<file path="config.mk">
export PLATFORM = sky130hd
export DESIGN_NAME = fp_from_int
export DESIGN_NICKNAME = d
export VERILOG_FILES = /design/src/rtl/fp_pkg.sv /design/src/rtl/fp_round_rne.sv /design/src/rtl/fp_from_int.sv
export SDC_FILE = /design/constraint.sdc
export NUM_CORES = 1
export LEC_CHECK = 0
export BUFFER_PORTS_ARGS = -buffer_cell sky130_fd_sc_hd__buf_2
export CORE_AREA = 2 2 121 123
export DETAILED_ROUTE_END_ITERATION = 16
export DIE_AREA = 0 0 123 125
export GPL_TIMING_DRIVEN = 0
export HOLD_SLACK_MARGIN = 0.12
export PLACE_DENSITY_LB_ADDON = 0.15
export SLEW_MARGIN = 40
export SYNTH_ARGS = -nofsm -noshare
export SYNTH_HDL_FRONTEND = slang
export SYNTH_HIERARCHICAL = 1
export SYNTH_SLANG_ARGS = --single-unit
</file>
<file path="constraint.sdc">
create_clock -name CLK -period 3.2 [get_ports CLK]
set_input_delay 0.16 -clock CLK [delete_from_list [all_inputs] [get_ports CLK]]
set_output_delay 0.16 -clock CLK [all_outputs]
set_load 0.02 [all_outputs]
</file>
<file path="src/rtl/fp_pkg.sv">
// Shared floating-point helpers, types and the packed IEEE754 word layout
// used by the FP pipeline stages.
`define FP_IEEE754_T(NX, NM) struct packed { logic sign; logic [(NX)-1:0] exp; logic [(NM)-1:0] mant; }

package fp;

    function automatic int unsigned EXP_OFFSET(input int unsigned nx);
        return (32'd1 << (nx - 32'd1)) - 32'd1;
    endfunction

    function automatic int unsigned MAX(input int unsigned a, input int unsigned b);
        return (a > b) ? a : b;
    endfunction

    function automatic int unsigned MIN(input int unsigned a, input int unsigned b);
        return (a < b) ? a : b;
    endfunction

    function automatic int unsigned CLOG2(input int unsigned v);
        int unsigned r;
        r = 0;
        for (int unsigned i = 0; i < 32; i++) begin
            if ((64'd1 << i) < 64'(v)) r = i + 32'd1;
        end
        return r;
    endfunction

    // Shared by the iterative FP stages.
    typedef enum logic [1:0] {
        IDLE  = 2'd0,
        NORM  = 2'd1,
        ROUND = 2'd2,
        DONE  = 2'd3
    } fp_from_int_state_t;

endpackage

</file>
<file path="src/rtl/fp_round_rne.sv">
// Round-to-nearest-even on a truncated mantissa with guard and sticky bits.
module fp_round_rne
    import fp::*;
#(
    parameter int unsigned NM = 23
) (
    input  logic [NM-1:0] m,
    input  logic          g,
    input  logic          s,
    output logic [NM-1:0] mant_c,
    output logic          carry_c,
    output logic          inexact_c
);

    logic inc_c;

    // Ties go to the even mantissa; a full-scale increment wraps to zero with carry.
    always_comb begin
        inc_c                = g && (s || m[0]);
        {carry_c, mant_c}    = {1'b0, m} + (NM + 1)'(inc_c);
        inexact_c            = g || s;
    end

endmodule

</file>
<file path="src/rtl/fp_from_int.sv">
// Iterative integer to IEEE754 converter: normalises one bit per cycle,
// then rounds to nearest-even; one conversion in flight.
module fp_from_int
    import fp::*;
#(
    parameter int unsigned INW    = 32,
    parameter bit          SIGNED = 1'b1,
    parameter int unsigned NX     = 8,
    parameter int unsigned NM     = 23
) (
    input  logic                CLK,
    input  logic                RST_N,
    input  logic                in_valid,
    output logic                in_ready,
    input  logic [INW-1:0]      in_data,
    output logic                out_valid,
    input  logic                out_ready,
    output logic [NX+NM:0]      out_data,
    output logic                out_inexact
);

    localparam int unsigned OW       = NX + NM + 1;
    localparam int unsigned LOW      = INW - 1;
    localparam int unsigned PW       = LOW + NM + 2;
    localparam int unsigned EXP_INIT = EXP_OFFSET(NX) + INW - 1;

    typedef `FP_IEEE754_T(NX, NM) fp_word_t;

    fp_from_int_state_t state_q, state_d;
    logic               sign_q, sign_d;
    logic [INW-1:0]     mag_q, mag_d;
    logic [NX-1:0]      exp_q, exp_d;
    logic [OW-1:0]      out_data_q, out_data_d;
    logic               out_inexact_q, out_inexact_d;
    logic               in_ready_q, in_ready_d;
    logic               out_valid_q, out_valid_d;

    logic [PW-1:0]      pad_c;
    logic [NM-1:0]      m_c, m_rnd_c;
    logic               g_c, s_c, carry_c, inexact_c;
    fp_word_t           word_c;

    // Bits below the leading one, zero-padded so narrow inputs give g=s=0.
    always_comb begin
        pad_c = {mag_q[INW-2:0], {(NM + 2){1'b0}}};
        m_c   = pad_c[PW-1 -: NM];
        g_c   = pad_c[PW-1-NM];
        s_c   = |pad_c[PW-2-NM:0];
    end

    fp_round_rne #(
        .NM (NM)
    ) u_round (
        .m         (m_c),
        .g         (g_c),
        .s         (s_c),
        .mant_c    (m_rnd_c),
        .carry_c   (carry_c),
        .inexact_c (inexact_c)
    );

    always_comb begin
        state_d       = state_q;
        sign_d        = sign_q;
        mag_d         = mag_q;
        exp_d         = exp_q;
        out_data_d    = out_data_q;
        out_inexact_d = out_inexact_q;
        word_c        = '0;

        case (state_q)
            IDLE: begin
                if (in_valid && in_ready_q) begin
                    sign_d = SIGNED && in_data[INW-1];
                    mag_d  = sign_d ? -in_data : in_data;
                    exp_d  = NX'(EXP_INIT);
                    if (in_data == '0) begin
                        out_data_d    = '0;
                        out_inexact_d = 1'b0;
                        state_d       = DONE;
                    end else begin
                        state_d = NORM;
                    end
                end
            end
            NORM: begin
                if (mag_q[INW-1]) begin
                    state_d = ROUND;
                end else begin
                    mag_d = mag_q << 1;
                    exp_d = exp_q - NX'(1);
                end
            end
            ROUND: begin
                word_c.sign   = sign_q;
                word_c.exp    = exp_q + NX'(carry_c);
                word_c.mant   = m_rnd_c;
                out_data_d    = word_c;
                out_inexact_d = inexact_c;
                state_d       = DONE;
            end
            DONE: begin
                if (out_ready) state_d = IDLE;
            end
            default: state_d = IDLE;
        endcase

        in_ready_d  = (state_d == IDLE);
        out_valid_d = (state_d == DONE);
    end

    always_ff @(posedge CLK) begin
        if (!RST_N) begin
            state_q       <= IDLE;
            sign_q        <= 1'b0;
            mag_q         <= '0;
            exp_q         <= '0;
            out_data_q    <= '0;
            out_inexact_q <= 1'b0;
            in_ready_q    <= 1'b1;
            out_valid_q   <= 1'b0;
        end else begin
            state_q       <= state_d;
            sign_q        <= sign_d;
            mag_q         <= mag_d;
            exp_q         <= exp_d;
            out_data_q    <= out_data_d;
            out_inexact_q <= out_inexact_d;
            in_ready_q    <= in_ready_d;
            out_valid_q   <= out_valid_d;
        end
    end

    assign in_ready    = in_ready_q;
    assign out_valid   = out_valid_q;
    assign out_data    = out_data_q;
    assign out_inexact = out_inexact_q;

endmodule

</file>
# Yosys cells after proc, flatten, opt, wreduce, memory -nomap -nowiden
# Index checks and enable logic that the tools add are counted.
# word_totals
elab_cells,52
regBits,78
# classes
n_reduce_logical,14
muxes,18
n_addsub,4
n_eq_ne,7
# ops
op,count
two-way mux 32 bit,5
case mux 32 bit (2 select lines),2
zero test 32 bit,1
negation 32 bit,1
adder 23 x 1 -> 24 bit,1
two-way mux 8 bit,2
case mux 8 bit (2 select lines),1
adder 8 x 1 -> 8 bit,1
two-way mux 2 bit,4
case mux 2 bit (4 select lines),1
"subtractor 8 x 1 -> 8 bit, second input constant",1
OR reduction 7 bit,1
"equality test 2 bit, second input constant",3
"inequality test 2 bit, second input constant",3
AND reduction 3 bit,2
zero test 2 bit,2
AND reduction 2 bit,2
nonzero test 2 bit,2
"equality test 2 x 1 -> 1 bit, second input constant",1
logical AND 1 bit,2
logical OR 1 bit,2
two-way mux 1 bit,2
case mux 1 bit (2 select lines),1

# Depth between registers and ports, before layout
# Gate-level depths: netlist of the first run.
# logic_depth
depth_word,6
depth_mapped,15
depth_no_buf,14

# Hierarchy
# Netlist of the first run, hierarchy kept.
# by_module_without_submodules
module,n_inst,seq_area_each_um2,area_per_inst_um2,cells_each
fp_from_int,1,1561.5,3950.0,448
fp_round_rne,1,0.0,503.0,72

# Worst setup path before layout of the first run
# Ideal clock, no wire load.
# synth_path
path_type,reg-to-reg
start,register mag_q[3]
end,"register out_data_q[29], in the netlist out_data[29]"
arrival_ns,2.539
n_path_buf,1
slack_ns,0.544
synth_period_minus_slack_ns,2.656
setup_ns,0.117
stages_incl_launch_ff,16
path_cell_list,dfxtp_1 > nor4_1 > nand2_1 > o21a_1 > ha_1 > nand3_1 > or2_0 > buf_2 > nor4_1 > and2_1 > ha_1 > ha_1 > and3_1 > nand3_1 > xnor2_1 > a22o_1
# synth_between
elab_chain_cells,6
# synth_lines
item,line_no,source
"start, declared",fp_from_int.sv:31,"logic [INW-1:0] mag_q, mag_d;"
"start signal, assigned",fp_from_int.sv:125,mag_q <= mag_d;
OR reduction 7 bit,fp_from_int.sv:48,s_c = |pad_c[PW-2-NM:0];
net s_c,fp_from_int.sv:40,"logic g_c, s_c, carry_c, inexact_c;"
logical OR 1 bit,fp_round_rne.sv:19,inc_c = g && (s || m[0]);
logical AND 1 bit,fp_round_rne.sv:19,
adder 23 x 1 -> 24 bit,fp_round_rne.sv:20,"{carry_c, mant_c} = {1'b0, m} + (NM + 1)'(inc_c);"
net carry_c,fp_from_int.sv:40,
adder 8 x 1 -> 8 bit,fp_from_int.sv:96,word_c.exp = exp_q + NX'(carry_c);
case mux 32 bit (2 select lines),fp_from_int.sv:71,case (state_q)
"end signal, assigned",fp_from_int.sv:127,out_data_q <= out_data_d;
"end, declared",fp_from_int.sv:33,"logic [OW-1:0] out_data_q, out_data_d;"
# The timed path passes the listed nets, and every way through them passes these cells.
# A chain may end at the register's enable or synchronous reset.

# Final worst setup path of the first run
# layout_path
start,register mag_q[0]
end,"register out_data_q[29], in the netlist out_data[29]"
# The elaborated chain is that of the path after synthesis.

==> results.md, run 1 <==
Finish:
- The sequential standard cell area is 1562 sq um.
- After routing the design area is 5373 sq um.
- The footprint of the multi-input gates is 2704 sq um.
- The fill cell instance count of the final layout is 1,503.
- The number of antenna diodes in the final layout is 0.
- The signed area change from the synthesized netlist to the final layout is 20.65%.
- Of the cells placed in the final design, the portion with a size suffix greater than 1 is 0.1848.
- The final core utilization is 0.3783.
- After the last flow step, the layout net total stands at 644.

Floorplanning:
- For this configuration, the core starts out at a cell density of 0.3135.
- From bottom edge to top edge, the die measures 125 um.
- In this run the core area contains 44 standard-cell rows.
- The core region is 14,200 sq um.
- 71 I/O pins were placed.
- The width of the chip is 123 um.
- The die outline area is 15,380 sq um.

Timing:
- For the pin with the worst max-slew slack, the measured transition is 783.5 ps.
- Timing would allow up to 0.3384 GHz.
- The worst pin sits at a relative slew slack of 0.4737.
- The portion of the clock cycle consumed by the worst path in the final layout is 0.9234.
- Clock skew on the completed layout was measured at 7.945 ps.
- The hold violation count in the final report is 0.
- The final critical path time including I/O delays and setup is 2955 ps.
- Setup violations remaining at the end of the flow were counted as 0.
- Setup repair after global routing left no endpoint under its margin.
- The max-slew violation count is 0.
- The setup TNS after final layout is 0 ps.

Place:
- The count of buffers inserted at the top-level ports is 67.
- At the end of routability-driven placement, the weighted congestion stood at 0.8917.
- Once placement finished, the instance area stood at 5024 sq um.
- The placed wire-length estimate after detailed placement is 10,680 um.

GRT:
- The met3 usage is 0.03923.
- The most used routing layer in global routing is met2.
- Across every metal layer, demand over resource in global routing totals 0.1892.
- For met1 alone, demand over resource in global routing was 0.2592.
- After global routing the overflow that remains totals 0.
- Entering global routing, the biggest net connects 14 pins.
- The via count of the first global-routing pass is 4,123.
- The first global-routing pass estimated 22,350 um of wire.
- The number of antenna violations at the first check in global routing is 0.
- The routing usage on met2 is 0.2902.

Pwr:
- The part of the total power dissipated in sequential elements is 0.410.
- Summed over all nets, the switching power comes to 0.9481 mW.
- Of the total power, the share spent switching nets is 0.3252.
- Of the total power, combinational logic draws 0.220.
- The static leakage power is 2.128 nW.
- Of the total power, the clock network draws 0.370.
- IR analysis of the VDD net gives a maximum drop of 0.2683 mV.
- The cell area power density is 542.6 nW/um^2.
- Internal power comes to 1.967 mW.

Synth:
- The number of different library cells used by synthesis comes to 66.
- The synthesized netlist occupies a cell area of 4453 sq um.
- Yosys mapped a number of flops with a built-in enable equal to 0.
- The commonest cells after synthesis are 78 x sky130_fd_sc_hd__dfxtp_1, 43 x sky130_fd_sc_hd__nand2_1, 35 x sky130_fd_sc_hd__a22o_1.
- The most instantiated flip-flop cell in the synthesis netlist is sky130_fd_sc_hd__dfxtp_1.
- In the post-synthesis netlist, the biggest area contributors are sky130_fd_sc_hd__dfxtp_1 35%, sky130_fd_sc_hd__a22o_1 6.9%, sky130_fd_sc_hd__xor2_1 5.3%.
- The mux cell area share after synthesis is 0.01377.
- Of the synthesized area, sequential elements account for 0.3507.
- sky130_fd_sc_hd__dfxtp_1 takes more of the synthesized area than any other cell.
- The compound-gate portion of the synthesized area is 0.2473.
- The mean cell area of the mapped netlist is 8.564 sq um.
- The proportion of synthesized flip-flops having asynchronous set or reset is 0.
- After synthesis the netlist holds a flip-flop and latch count of 78.
- The share of synthesized cell area in and, or, nand and nor gates is 0.2237.
- The area share of the largest cell type after synthesis is 0.3507.
- The combinational family with the most area after synthesis is compound AO/OA/AOI/OAI gates.
- The net count after synthesis is 563.
- Synthesis handed over a netlist of 520 instances.
- The most frequently used cell type in the post-synthesis netlist is sky130_fd_sc_hd__dfxtp_1.
- The xor and xnor fraction of the mapped netlist area is 0.1003.
- Of the total synthesized cell area, the portion taken by full adders, half adders and majority gates is 0.01967.
- The count of warnings emitted by yosys is 6.

Clock tree:
- The longest clock path from root to sink contains 2 buffers.
- TritonCTS built the clock tree.
- The buffer cell driving the clock tree root is sky130_fd_sc_hd__clkbuf_16.
- The clock reaches the later pin of the worst-skew pair after 340 ps.
- The clock net in this run drives a total of 78 sinks.
- The number of clock buffers added by TritonCTS is 9.
- Clock-pin slew was measured on the worst setup and hold paths at 60 ps.
- The CTS H-tree depth is 3.

Run:
- Max-cap violations in this run came to 0.

Worst hold path:
- The startpoint of the worst hold path is in_data[7].
- In this run the worst hold path is classified as input pin to flop.

Routing:
- The post-detailed-route via-to-cell ratio is 5.432.
- The initial DRC count is 327.
- The first detailed-routing pass took 5 iterations.
- The count of nets left with antenna violations once routing finished came out at 0.
- Detailed routing inserted a total of 4,291 vias.
- The sum of routed wire length over all layers is 14,270 um.
- Dividing the detail-routed wire length by the instance count gives 18.06 um.
- In the routed design, unresolved DRC markers number 0.

Critical path:
- The worst setup path is captured at a flop.
- Of all nets on the critical path, the largest fanout is 9.
- The worst setup path is launched from a flop.
- The critical path data arrival time is 3190 ps.
- The required arrival time at the worst endpoint is 3430 ps.
- The critical path startpoint is mag_q[0]$_SDFFE_PN0P_.
- The delay of the slowest cell on the worst path is 350 ps.
- The library cell contributing the largest single delay on the critical path is sky130_fd_sc_hd__dfxtp_1.
- The top cell family by delay on the critical path is simple AND/OR/NAND/NOR gates.
- The dominant cell type by count on the critical path is sky130_fd_sc_hd__ha_1.
- Walking the worst path, the cells encountered are nor3_1, nand2_1, o21a_1, ha_1, nand3_2, or2_1, clkbuf_4, nor4_1, and2_1, ha_1, ha_1, and3_1, nand3_1, xnor2_1, a22o_1.
- The class of the most critical setup path is flop to flop.
- The startpoint identified for the worst register-to-register timing path is mag_q[0]$_SDFFE_PN0P_.
- Together, buffers and inverters on the worst path number 1.

Run status:
- The flow ran to the end, and the final reports show no timing, DRC or antenna violations.
-- worst reg2reg max path: stages, from the launching register on --
cell                       delay (ps)
sky130_fd_sc_hd__dfxtp_1          350
sky130_fd_sc_hd__nor3_1            80
sky130_fd_sc_hd__nand2_1           90
sky130_fd_sc_hd__o21a_1           150
sky130_fd_sc_hd__ha_1             170
sky130_fd_sc_hd__nand3_2          110
sky130_fd_sc_hd__or2_1            270
sky130_fd_sc_hd__clkbuf_4         200
sky130_fd_sc_hd__nor4_1           210
sky130_fd_sc_hd__and2_1           180
sky130_fd_sc_hd__ha_1             200
sky130_fd_sc_hd__ha_1             190
sky130_fd_sc_hd__and3_1           200
sky130_fd_sc_hd__nand3_1          100
sky130_fd_sc_hd__xnor2_1          150
sky130_fd_sc_hd__a22o_1           190
-- path summary, 6_finish.rpt --
path	cells after the start	to	slack [ps]
worst max register to register	15	out_data[29]$_SDFFE_PN0P_	250
worst max-delay path	15	out_data[29]$_SDFFE_PN0P_	250
worst min register to register	2	sign_q$_SDFFE_PN0P_	470
worst min-delay path	4	mag_q[7]$_SDFFE_PN0P_	140
-- layer usage --
metal  routed length, um  part of all wire
met1                6689              0.47
met2                6466              0.45
met3                 903             0.063
met4                 211             0.015
met5                   0                 0
-- sequential cells by signal, indices dropped and copies added, names as in the netlist --
register,count
mag_q,32
out_data,32
exp_q,8
state_q,2
out_inexact,1
in_ready,1
out_valid,1
sign_q,1
-- kinds of logic (layout without fill, tap and decap cells) --
| kind of cell | Yosys count | in the layout |
|---|---|---|
| xor+xnor | 51 | 51 |
| compound gates | 151 | 151 |
| flops | 78 | 78 |
| buf+inv | 46 | 132 |
| mux | 6 | 6 |
| fa+ha+maj | 7 | 7 |
| simple gates | 181 | 181 |
-- layout make-up --
cell class	count	area share
Multi-Input combinational cell	396	0.5033
Sequential cell	78	0.2906
Timing Repair Buffer	70	0.06800
Clock buffer	12	0.04774
Tap cell	184	0.04285
Buffer	35	0.02981
Clock inverter	4	0.01001
Inverter	11	0.007685
-- power by group through the flow --
stage | clock network, mW | registers (mW) | logic (mW)
finish | 1.08 | 1.20 | 0.640
global route | 1.14 | 1.21 | 0.709
CTS | 1.10 | 1.19 | 0.638
detailed placement | 0 | 1.21 | 0.632
global placement | 0 | 1.21 | 0.630
floorplan | 0 | 1.18 | 0.431
-- cells in the final DEF, fill, tap and decap left out, types with 6 or more instances in the layout --
master and count:
sky130_fd_sc_hd__nor4_1 12, sky130_fd_sc_hd__a21oi_1 30, sky130_fd_sc_hd__nand2_1 43, sky130_fd_sc_hd__nor3_1 13, sky130_fd_sc_hd__nand4_1 7, sky130_fd_sc_hd__nand3_1 13
sky130_fd_sc_hd__a22o_1 35, sky130_fd_sc_hd__o21ai_0 21, sky130_fd_sc_hd__or2_2 7, sky130_fd_sc_hd__o31ai_1 10, sky130_fd_sc_hd__xor2_1 27, sky130_fd_sc_hd__clkbuf_16 9
sky130_fd_sc_hd__ha_1 7, sky130_fd_sc_hd__buf_2 69, sky130_fd_sc_hd__inv_1 10, sky130_fd_sc_hd__dfxtp_1 78, sky130_fd_sc_hd__xnor2_1 24, sky130_fd_sc_hd__a22oi_1 13
sky130_fd_sc_hd__nor2_1 34, sky130_fd_sc_hd__clkbuf_1 29, sky130_fd_sc_hd__or3_1 6, sky130_fd_sc_hd__and2_1 7
-- repair_timing --
action                                  4_1_cts  5_1_grt
gates resized for setup                       0        3
endpoints found under the setup margin        0        2
buffers inserted                              0        0
hold buffers                                  3        0
hold endpoints to repair                      3        0
-- through the flow --
step                hold slack (ps)  total power [mW]  cells  worst slack, ps
floorplan                     294.3             1.614    520            544.5
global placement              452.1             1.842    771            150.3
detailed placement            451.2             1.847    771            171.7
CTS                           139.7             2.930    790            133.6
global route                  164.4             3.066    790            16.01
finish                        140.7             2.915    790            245.2
No activity file was read; power rests on OpenSTA's default activity.
==> run 2, diff against run 1 <==
- CORE_AREA: 2 2 121 123 -> 2 2 93 95
- CTS_BUF_LIST: unset -> sky130_fd_sc_hd__clkbuf_4
- DIE_AREA: 0 0 123 125 -> 0 0 95 97
==> results.md, run 2 (synthesis results as in run 1) <==
Finish:
- The final core utilization is 0.6537 (+0.2755).
- The sequential standard cell area is 1568 sq um (+0.40%).
- The number of antenna repair diodes is 0 (unchanged).
- The fill cell instance count of the final layout is 711 (-53%).
- The footprint of the multi-input gates is 2705 sq um (about the same).
- The final cell count without fillers came to 732 (-7.3%).
- The final-stage net count is 665 (+3.3%).
- Compared with the post-synthesis result, the final layout area differs by 19.42%.
- The final cell area excluding filler cells is 5318 sq um (-1.0%).
- Leaving out fill and tap cells, the most frequent cells in the layout are 73 x sky130_fd_sc_hd__dfxtp_1, 69 x sky130_fd_sc_hd__buf_2, 43 x sky130_fd_sc_hd__nand2_1.
- The share of cells above drive strength 1 was 0.1882 (+0.003379).
- The most frequent standard cell in the layout excluding fill and tap cells is sky130_fd_sc_hd__dfxtp_1.

Clock tree:
- The total clock buffers created by CTS is 9 (unchanged).
- The insertion delay of the later-clocked pin in the worst-skew pair came to 450 ps (+110 ps).
- The maximum buffer depth of the clock tree is 2 (unchanged).
- The clock sink count is 78 (unchanged).
- The buffer cell driving the clock tree root is sky130_fd_sc_hd__clkbuf_4.
- The register clock-pin slew on the reported worst setup and hold paths is 130 ps (+70 ps).
- The CTS H-tree depth is 3 (unchanged).
- The clock tree from TritonCTS is done.
- The post-CTS setup buffer count is 0 (unchanged).

Critical path:
- The peak fanout along the critical path is 9 (unchanged).
- The combined buffer and inverter count along the critical path came to 1 (unchanged).
- Among cell families on the critical path, the largest total delay comes from simple AND/OR/NAND/NOR gates.
- The kind of end point of the critical path is a flop.
- The class of the most critical setup path is flop to flop.
- The critical path depth is 15 (unchanged).
- The worst register-to-register path begins at mag_q[6]$_SDFFE_PN0P_.
- The required arrival time at the worst endpoint is 3550 ps (+120 ps).
- The critical path launch point type is a flop.
- The slowest stage of the critical path is the sky130_fd_sc_hd__dfxtp_1 cell.
- The critical path data arrival time is 3290 ps (+100 ps).
- The delay of the slowest cell on the worst path is 380 ps (+30 ps).
- Walking the worst path, the cells encountered are nor4_1, nand2_1, o21a_1, ha_1, nand3_2, or2_0, clkbuf_4, nor4_1, and2_1, ha_2, ha_1, and3_1, nand3_1, xnor2_1, a22o_1.
- The depth of the most critical reg-to-reg path is 15 (unchanged).
- The setup slack of the worst register-to-register path is 250 ps (about the same).
- The worst register-to-register path ends at out_data[29]$_SDFFE_PN0P_.

Routing:
- The post-detailed-route via-to-cell ratio is 6.184 (+14%).
- The via count was 4,527 (+5.5%).
- The average routed wire per standard cell was 18.70 um (+3.5%).
- The initial DRC count is 375 (+15%).
- The detailed router used layers up to and including met4.
- The post-detailed-route count of antenna-violating nets came to 0 (unchanged).
- The length of routed met2 wiring is 6387 um (-1.2%).
- The sum of routed wire length over all layers is 13,690 um (-4.1%).
- The total length of routed met3 wires is 901 um (-0.22%).
- The post-detailed-route DRC marker count is 0 (unchanged).
- The routed metal-1 wirelength is 5959 um (-11%).
- The first-pass detailed-route iteration total is 5 (unchanged).

Pwr:
- The share of power burned in combinational logic came to 0.269 (+0.049).
- The cell area power density was 464.4 nW/um^2 (-14%).
- The part of the total power dissipated in sequential elements is 0.484 (+0.074).
- The net switching fraction of the power came to 0.3599 (+0.03468).
- The internal power was 1.581 mW (-20%).
- The static leakage power is 2.149 nW (+0.99%).
- The maximum vdd drop was 0.3105 mV (+16%).
- The fraction of power consumed by the clock network is 0.247 (-0.123).
- The reported net switching power is 0.8888 mW (-6.3%).

Timing:
- The setup skew after layout is 26.60 ps (+18.66 ps).
- The hold violation count in the final report is 0 (unchanged).
- The number of setup violations in the final report came to 0 (unchanged).
- Setup repair after global routing left no endpoint under its margin.
- The transition time of the tightest slew-check pin is 844.1 ps (+60.61 ps).
- The max-slew violation count was 0 (unchanged).
- The portion of the clock cycle consumed by the worst path in the final layout is 0.9212 (-0.002214).
- The relative max-transition margin came to 0.4330 (-0.04072).
- The maximum clock frequency is 0.3392 GHz (+0.24%).
- The setup TNS after final layout is 0 ps (unchanged).
- The final critical path time including I/O delays and setup is 2948 ps (-7.085 ps).

Place:
- The cell area after placement is 4925 sq um (-2.0%).
- The placed wire-length estimate after detailed placement came to 9769 um (-8.6%).
- The placer congestion estimate is 0.9602 (+7.7%).
- The count of buffers inserted at the top-level ports is 67 (unchanged).
- The cell total after placement was 692 (-10%).

GRT:
- The all-layer global routing usage is 0.3051 (+0.1159).
- The largest net degree at the start of global routing is 14 (unchanged).
- The total congestion overflow after global routing is 0 (unchanged).
- The wire length of the first global-routing pass is 21,810 um (-2.4%).
- The number of antenna violations at the first check in global routing is 0 (unchanged).
- The via count of the first global-routing pass is 4,352 (+5.6%).

Floorplanning:
- The floorplan row count was 33 (-25%).
- The count of boundary I/O pins is 71 (unchanged).
- The die outline area is 9215 sq um (-40%).
- The initial standard-cell utilization of the core is 0.5475 (+0.2339).
- The width of the chip was 95 um (-23%).
- The area of the placeable core is 8134 sq um (-43%).
- The die extent in y is 97 um (-22%).

Run status:
- The run finished with clean final reports.

Worst hold path:
- The sink of the worst hold path is mag_q[25]$_SDFFE_PN0P_.
- The startpoint identified for the worst hold timing path is in_data[25].
- The worst min-delay path category is input pin to flop.
- The worst hold path cell count is 3 (-1).

Run:
- The reported max-cap violation count is 0 (unchanged).
==> run 2: cell count changes in the layout (fill, tap and decap cells not counted), moves of 2 or more <==
| cell | change |
|---|---|
| sky130_fd_sc_hd__clkbuf_16 | -9 |
| sky130_fd_sc_hd__clkbuf_8 | -2 |
| sky130_fd_sc_hd__clkinv_2 | +2 |
| sky130_fd_sc_hd__dfxtp_2 | +5 |
| sky130_fd_sc_hd__dfxtp_1 | -5 |
| sky130_fd_sc_hd__clkbuf_4 | +10 |
| sky130_fd_sc_hd__dlygate4sd3_1 | +21 |
| sky130_fd_sc_hd__clkinvlp_4 | -2 |
==> run 2: through the flow <==
step	hold slack [ps]	setup WS (ps)	total power, mW
4_1_cts	120.5	174.4	2.454
3_3_place_gp	451.4	226.7	1.821
6_report	125.5	252.3	2.470
2_1_floorplan	294.3	544.5	1.614
5_1_grt	150.0	26.78	2.599
3_5_place_dp	451.7	216.6	1.835
==> run 2: layout make-up <==
class	count	area share
inverter	11	0.007765
multi-input combinational	396	0.5087
timing repair buffer	91	0.1082
sequential	78	0.2948
tap	105	0.02471
clock buffer	10	0.01412
clock inverter	6	0.01153
buffer	35	0.03012
==> run 2: tightest hold or removal path, stage by stage <==
cell	delay, ps
sky130_fd_sc_hd__buf_2	130
sky130_fd_sc_hd__nor3_1	160
sky130_fd_sc_hd__a2111oi_0	80
==> run 2: how the worst max path moves through the flow <==
stage / start / end / slack [ps]
after floorplan: mag_q[3]$_SDFFE_PN0P_ / out_data[29]$_SDFFE_PN0P_ / 540
after global placement: mag_q[3]$_SDFFE_PN0P_ / out_data[29]$_SDFFE_PN0P_ / 230
after detailed placement: mag_q[3]$_SDFFE_PN0P_ / out_data[29]$_SDFFE_PN0P_ / 220
after CTS: mag_q[3]$_SDFFE_PN0P_ / out_data[29]$_SDFFE_PN0P_ / 170
after global routing: mag_q[0]$_SDFFE_PN0P_ / out_data[29]$_SDFFE_PN0P_ / 30
final: mag_q[6]$_SDFFE_PN0P_ / out_data[29]$_SDFFE_PN0P_ / 250
==> run 2: timing repair <==
item                                    in CTS  in global routing
endpoints found under the hold margin       23                  0
endpoints found under the setup margin       0                  2
gates resized for setup                      0                  8
hold buffers                                24                  0
==> run 2: metal layers <==
layer	global-route usage	vias up
met5	0	-
met1	0.3990	2136
met3	0.04907	42
li1	-	2152
met2	0.4921	197
met4	0.1304	0
==> run 2: power groups by stage <==
stage	Clock (mW)	Sequential, mW	Combinational, mW
after CTS	0.616	1.19	0.650
after global placement	0	1.21	0.614
after floorplan	0	1.18	0.431
after global routing	0.662	1.21	0.726
final	0.611	1.20	0.664
after detailed placement	0	1.21	0.624
